### config.mk
export PLATFORM = sky130hd
export DESIGN_NAME = ritc_phase_shift_controller
export DESIGN_NICKNAME = d
export VERILOG_FILES = /design/src/rtl/ritc_phase_shift_controller.sv
export SDC_FILE = /design/constraint.sdc
export NUM_CORES = 1
export LEC_CHECK = 0
export BUFFER_PORTS_ARGS = -buffer_cell sky130_fd_sc_hd__buf_2
export CORE_AREA = 2 2 84 86
export DETAILED_ROUTE_END_ITERATION = 10
export DIE_AREA = 0 0 86 88
export GPL_ROUTABILITY_DRIVEN = 0
export PLACE_DENSITY = 0.7
export SYNTH_ARGS = -nofsm -noshare
export SYNTH_HDL_FRONTEND = slang
export SYNTH_SLANG_ARGS = --single-unit
### constraint.sdc
create_clock -name phase_control_clk -period 2.64 [get_ports phase_control_clk]
set_input_delay 0.528 -clock phase_control_clk [delete_from_list [all_inputs] [get_ports phase_control_clk]]
set_output_delay 0.528 -clock phase_control_clk [all_outputs]
set_load 0.02 [all_outputs]
### src/rtl/ritc_phase_shift_controller.sv
`timescale 1ns/1ps
// ritc_phase_shift_controller
// Initiator for the RITC clock generator's dynamic phase-shift / reset port.
// One signed step command is expanded into single PSEN pulses. Each pulse
// waits for its PSDONE before the next is issued. A watchdog aborts a step
// whose PSDONE never arrives. A reset command holds the MMCM reset bit
// high for a fixed number of cycles.
//
// Ports
//   phase_control_clk : clock, shared with the generator's PSCLK
//   rst               : asynchronous active-high reset
//   cmd_valid/ready   : command handshake; ready only when idle and out of reset
//   cmd_reset         : 1 = MMCM reset command (cmd_steps ignored)
//   cmd_steps         : signed step count (>0 increment, <0 decrement)
//   ps_ctrl_out       : [0]=PSEN, [1]=PSINCDEC, [7]=MMCM reset, other bits 0
//   ps_ctrl_in        : [0]=PSDONE, other bits ignored
//   busy              : high whenever not idle
//   done              : one-cycle completion pulse
//   error             : sticky PSDONE timeout flag, cleared on next accept
//   position          : signed net accepted steps since last reset
module ritc_phase_shift_controller #(
  parameter int STEP_WIDTH      = 10,
  parameter int POS_WIDTH       = 16,
  parameter int TIMEOUT_CYCLES  = 255,
  parameter int RST_HOLD_CYCLES = 8
) (
  input  logic                  phase_control_clk,
  input  logic                  rst,
  input  logic                  cmd_valid,
  output logic                  cmd_ready,
  input  logic                  cmd_reset,
  input  logic [STEP_WIDTH-1:0] cmd_steps,
  output logic [7:0]            ps_ctrl_out,
  input  logic [7:0]            ps_ctrl_in,
  output logic                  busy,
  output logic                  done,
  output logic                  error,
  output logic [POS_WIDTH-1:0]  position
);

  localparam int TW = $clog2(TIMEOUT_CYCLES + 1);
  localparam int HW = $clog2(RST_HOLD_CYCLES + 1);

  typedef enum logic [1:0] {
    S_IDLE,
    S_ISSUE,
    S_WAIT_DONE,
    S_RESET_HOLD
  } state_t;

  state_t                state_q, state_d;
  logic [STEP_WIDTH-1:0] remaining_q, remaining_d;
  logic                  dir_q, dir_d;
  logic [TW-1:0]         timer_q, timer_d;
  logic [HW-1:0]         hold_q, hold_d;
  logic [POS_WIDTH-1:0]  position_q, position_d;
  logic                  error_q, error_d;
  logic                  done_q, done_d;
  logic                  busy_q, busy_d;
  logic                  psen_q, psen_d;
  logic                  incdec_q, incdec_d;
  logic                  mmcm_rst_q, mmcm_rst_d;

  logic psdone;
  logic unused_in;

  assign psdone    = ps_ctrl_in[0];
  assign unused_in = ^ps_ctrl_in[7:1];

  always_comb begin
    state_d     = state_q;
    remaining_d = remaining_q;
    dir_d       = dir_q;
    timer_d     = timer_q;
    hold_d      = hold_q;
    position_d  = position_q;
    error_d     = error_q;
    done_d      = 1'b0;

    case (state_q)
      S_IDLE: begin
        if (cmd_valid) begin
          error_d = 1'b0;
          if (cmd_reset) begin
            position_d = '0;
            hold_d     = HW'(RST_HOLD_CYCLES);
            state_d    = S_RESET_HOLD;
          end else if (cmd_steps == '0) begin
            done_d = 1'b1;
          end else begin
            // Magnitude as unsigned: the most negative value maps to 2^(W-1).
            remaining_d = cmd_steps[STEP_WIDTH-1] ? (~cmd_steps + STEP_WIDTH'(1)) : cmd_steps;
            dir_d       = ~cmd_steps[STEP_WIDTH-1];
            state_d     = S_ISSUE;
          end
        end
      end

      S_ISSUE: begin
        timer_d = '0;
        state_d = S_WAIT_DONE;
      end

      S_WAIT_DONE: begin
        // PSDONE takes priority over a watchdog expiry on the same edge.
        if (psdone) begin
          position_d  = dir_q ? (position_q + POS_WIDTH'(1)) : (position_q - POS_WIDTH'(1));
          remaining_d = remaining_q - STEP_WIDTH'(1);
          if (remaining_q == STEP_WIDTH'(1)) begin
            state_d = S_IDLE;
            done_d  = 1'b1;
          end else begin
            state_d = S_ISSUE;
          end
        end else if (timer_q == TW'(TIMEOUT_CYCLES - 1)) begin
          error_d     = 1'b1;
          done_d      = 1'b1;
          remaining_d = '0;
          state_d     = S_IDLE;
        end else begin
          timer_d = timer_q + TW'(1);
        end
      end

      S_RESET_HOLD: begin
        hold_d = hold_q - HW'(1);
        if (hold_q <= HW'(1)) begin
          state_d = S_IDLE;
          done_d  = 1'b1;
        end
      end

      default: state_d = S_IDLE;
    endcase

    // Outputs are registered from the next state so they line up with it.
    busy_d     = (state_d != S_IDLE);
    psen_d     = (state_d == S_ISSUE);
    incdec_d   = dir_d & ((state_d == S_ISSUE) | (state_d == S_WAIT_DONE));
    mmcm_rst_d = (state_d == S_RESET_HOLD);
  end

  always_ff @(posedge phase_control_clk or posedge rst) begin
    if (rst) begin
      state_q     <= S_IDLE;
      remaining_q <= '0;
      dir_q       <= 1'b0;
      timer_q     <= '0;
      hold_q      <= '0;
      position_q  <= '0;
      error_q     <= 1'b0;
      done_q      <= 1'b0;
      busy_q      <= 1'b0;
      psen_q      <= 1'b0;
      incdec_q    <= 1'b0;
      mmcm_rst_q  <= 1'b0;
    end else begin
      state_q     <= state_d;
      remaining_q <= remaining_d;
      dir_q       <= dir_d;
      timer_q     <= timer_d;
      hold_q      <= hold_d;
      position_q  <= position_d;
      error_q     <= error_d;
      done_q      <= done_d;
      busy_q      <= busy_d;
      psen_q      <= psen_d;
      incdec_q    <= incdec_d;
      mmcm_rst_q  <= mmcm_rst_d;
    end
  end

  assign cmd_ready   = (state_q == S_IDLE) && !rst;
  assign ps_ctrl_out = {mmcm_rst_q, 5'b00000, incdec_q, psen_q};
  assign busy        = busy_q;
  assign done        = done_q;
  assign error       = error_q;
  assign position    = position_q;

endmodule

==> impl_results.md <==
- CP cell instances: clkinvlp_4 > ha_2 > and3_1 > and4_1 > o21ai_2 > a31oi_2 > a41oi_2 > xnor2_1 > o211ai_1
- Cts hold-fix bufs: 0
- Chip height: 88 µm
- Core Box Area: 0.00664 mm²
- First-pass GRT wire length: 11900 µm
- Reg2reg end: position[15]
- Fmax: 410 MHz
- Register bit count reported by yosys: 47
- CP required: 2.86 ns
- Clock Latency Late Sink: 0.30 ns
- H-tree Lvls: 2
- Crit path max-delay family: compound AO/OA/AOI/OAI gates
- Multi-input logic area: 0.00190 mm²
- Status: finished, final reports clean
- Max Transition Viols Final: 0
- Initial DRC count: 128
- Vias in the first global route: 2615
- Minimum clock period: 2.44 ns
- Fin cells: 490
- Final Cycle Share: 92.3%
- Die Wd: 86 µm
- Sequential cell area: 0.00118 mm²
- Antenna-violating nets left: 0
- Finished Cell Area: 0.00365 mm²
- Initial antenna violation count: 0
- Relative slew slack: 45.7%
- I/O Buffers: 37
- Worst VDD drop: 437 µV
- CTS Buffer Depth: 2
- Post-Route WL: 7000 µm
- Worst-Margin Slew: 0.815 ns
- R2r setup slk: 0.20 ns
- Syn avg cell area: 8.76 µm²
- Max Cap Viol: 0
- Worst Path Max Fanout: 6
- Via/cell ratio: 5.69
- Top FF cell, synth: dfrtp_1
- Die area: 0.00757 mm²
- Most frequent cells in the layout: 46 x dfrtp_1, 45 x nand2_1, 37 x o21ai_0, 37 x buf_2, 26 x a21oi_1
- Largest stage delay, worst path: 0.43 ns
- Clock root buffer: clkbuf_8
- Initial DRT Pass Iterations: 4
- Worst Hold Class: in2async
- Ports: 50
- Yosys warns: 0
- Leakage: 0.00170 µW
- Fillers: 583
- Slowest cell on the critical path: dfrtp_2
- Adder-Cell Fraction of Synth Area: 9.91%
- DP Cell Count: 480
- Crit. End Element: flop
- Worst Path Buf+Inv: 1
- WP depth: 9
- Compound-Gate Fraction of Synth Area: 20.7%
- Setup Viol. Count Final: 0
- Average wire per standard cell: 14.3 µm
- Commonest non-fill, non-tap cell in the layout: dfrtp_1
- Endpoints failing hold: 0
- Largest net degree at the start of global routing: 34
- Post-DP Area: 0.00348 mm²
- DPL Wire Length: 5120 µm
- Register area share after synthesis: 36.4%
- Fraction of layout cells with a size suffix above 1: 18.3%
- Number of synthesized flops with an enable pin: 0
- Syn Inst Count: 369
- Total clock sinks: 47
- GR Overflow Total: 0
- Startpoint Class: flop
- Antenna Cells: 0
- Nets: 456
- DRC errors left: 0
- Worst Slack Setup Final: 0.203 ns
- Worst-path clk slew: 0.10 ns
- Critical path class: reg2reg
- Area growth, synth to finish: 12.8%
- Worst reg2reg startpoint: dir_q
- Via count: 2790
- Synth Area in XOR/XNOR: 5.96%
- Post-synthesis mux area share: 1.24%
- Initial Util: 48.7%
- CP arrival: 2.66 ns
- Simple-Gate Fraction of Synth Area: 20.1%
- Worst r2r path cells: 9
- Synth async-reset ratio: 100%
- Gr usage total: 19.5%
- Placement Setup Slack: 0.0886 ns
- Netlist cell types: 52
- Mapped Area: 0.00323 mm²
- Pwr dens: 1220 mW/mm²
- TritonCTS clock tree: yes
- Num CTS Buffers: 5
- Row cnt: 30
- Clock skew: 0.0106 ns
- Main combinational cell family by area after synthesis: compound AO/OA/AOI/OAI gates
per-layer routing:
metal | GRT usage (%) | routed length, µm | up-vias
met1 | 24.6 | 3080 | 1303
met5 | 0 | 0 | -
met3 | 3.11 | 320 | 13
met4 | 6.78 | 128 | 0
li1 | - | - | 1395
met2 | 33.9 | 3470 | 79
cell usage after synthesis, types with 4 or more instances:
cell type  instances  share of area [%]
a21o_1             5                1.2
a21oi_1           26                4.0
a22o_1             7                1.9
buf_4              8                1.9
clkbuf_1           8               0.93
dfrtp_1           47                 36
ha_1              24                9.3
inv_1             17                2.0
mux2i_1            4                1.2
nand2_1           45                5.2
nand3_1           18                2.8
nand4_1            4               0.77
nor2_1            24                2.8
nor3_1            10                1.5
o21ai_0           37                5.7
xnor2_1            8                2.2
xor2_1            14                3.8
worst max path at each step:
stage | from | end
finish | dir_q | position[15]
global route | dir_q | position[12]
CTS | dir_q | position[12]
detailed placement | cmd_steps[0] | remaining_q[5]
global placement | dir_q | position[12]
floorplan | dir_q | position[7]
what timing repair did:
item / CTS / global route
setup buffers: 0 / 1
gates resized for setup: 0 / 6
endpoints found under the setup margin: 0 / 3
power by group:
group	internal, µW	switching, µW	leakage (µW)
registers	1000	276	0.000595
clock network	379	252	0.0000654
logic	1030	1520	0.00104
total	2410	2040	0.00170
logic make-up after synthesis:
logic type / Yosys count
xor+xnor: 22
flops: 47
compound gates: 105
other cells: 1
mux: 4
fa+ha+maj: 25
buf+inv: 36
simple gates: 129
area by class of cell:
class                   instances  share of cell area [%]
inverters                      17                    1.85
flip-flops and latches         47                    32.3
multi-input cells             290                    52.1
well taps                      80                    2.75
clock buffers                   6                    1.99
clock inverters                 2                    1.65
repair inverters                1                   0.206
repair buffers                 47                    7.14
state kept, by name (all words and copies together) (netlist names), 2 cells and up:
name,count
hold_q,4
position,16
remaining_q,10
state_q,2
timer_q,8
per-stage QoR:
step	power [µW]	TNS, ns	hold slack, ns	util [%]
global placement	3700	0	0.460	52.4
global route	4870	-0.0125	0.200	54.9
finish	4450	0	0.170	54.9
CTS	4420	0	0.174	54.4
floorplan	3190	0	0.446	-
detailed placement	3780	0	0.469	52.4
Power figures use the tool's default switching activity.
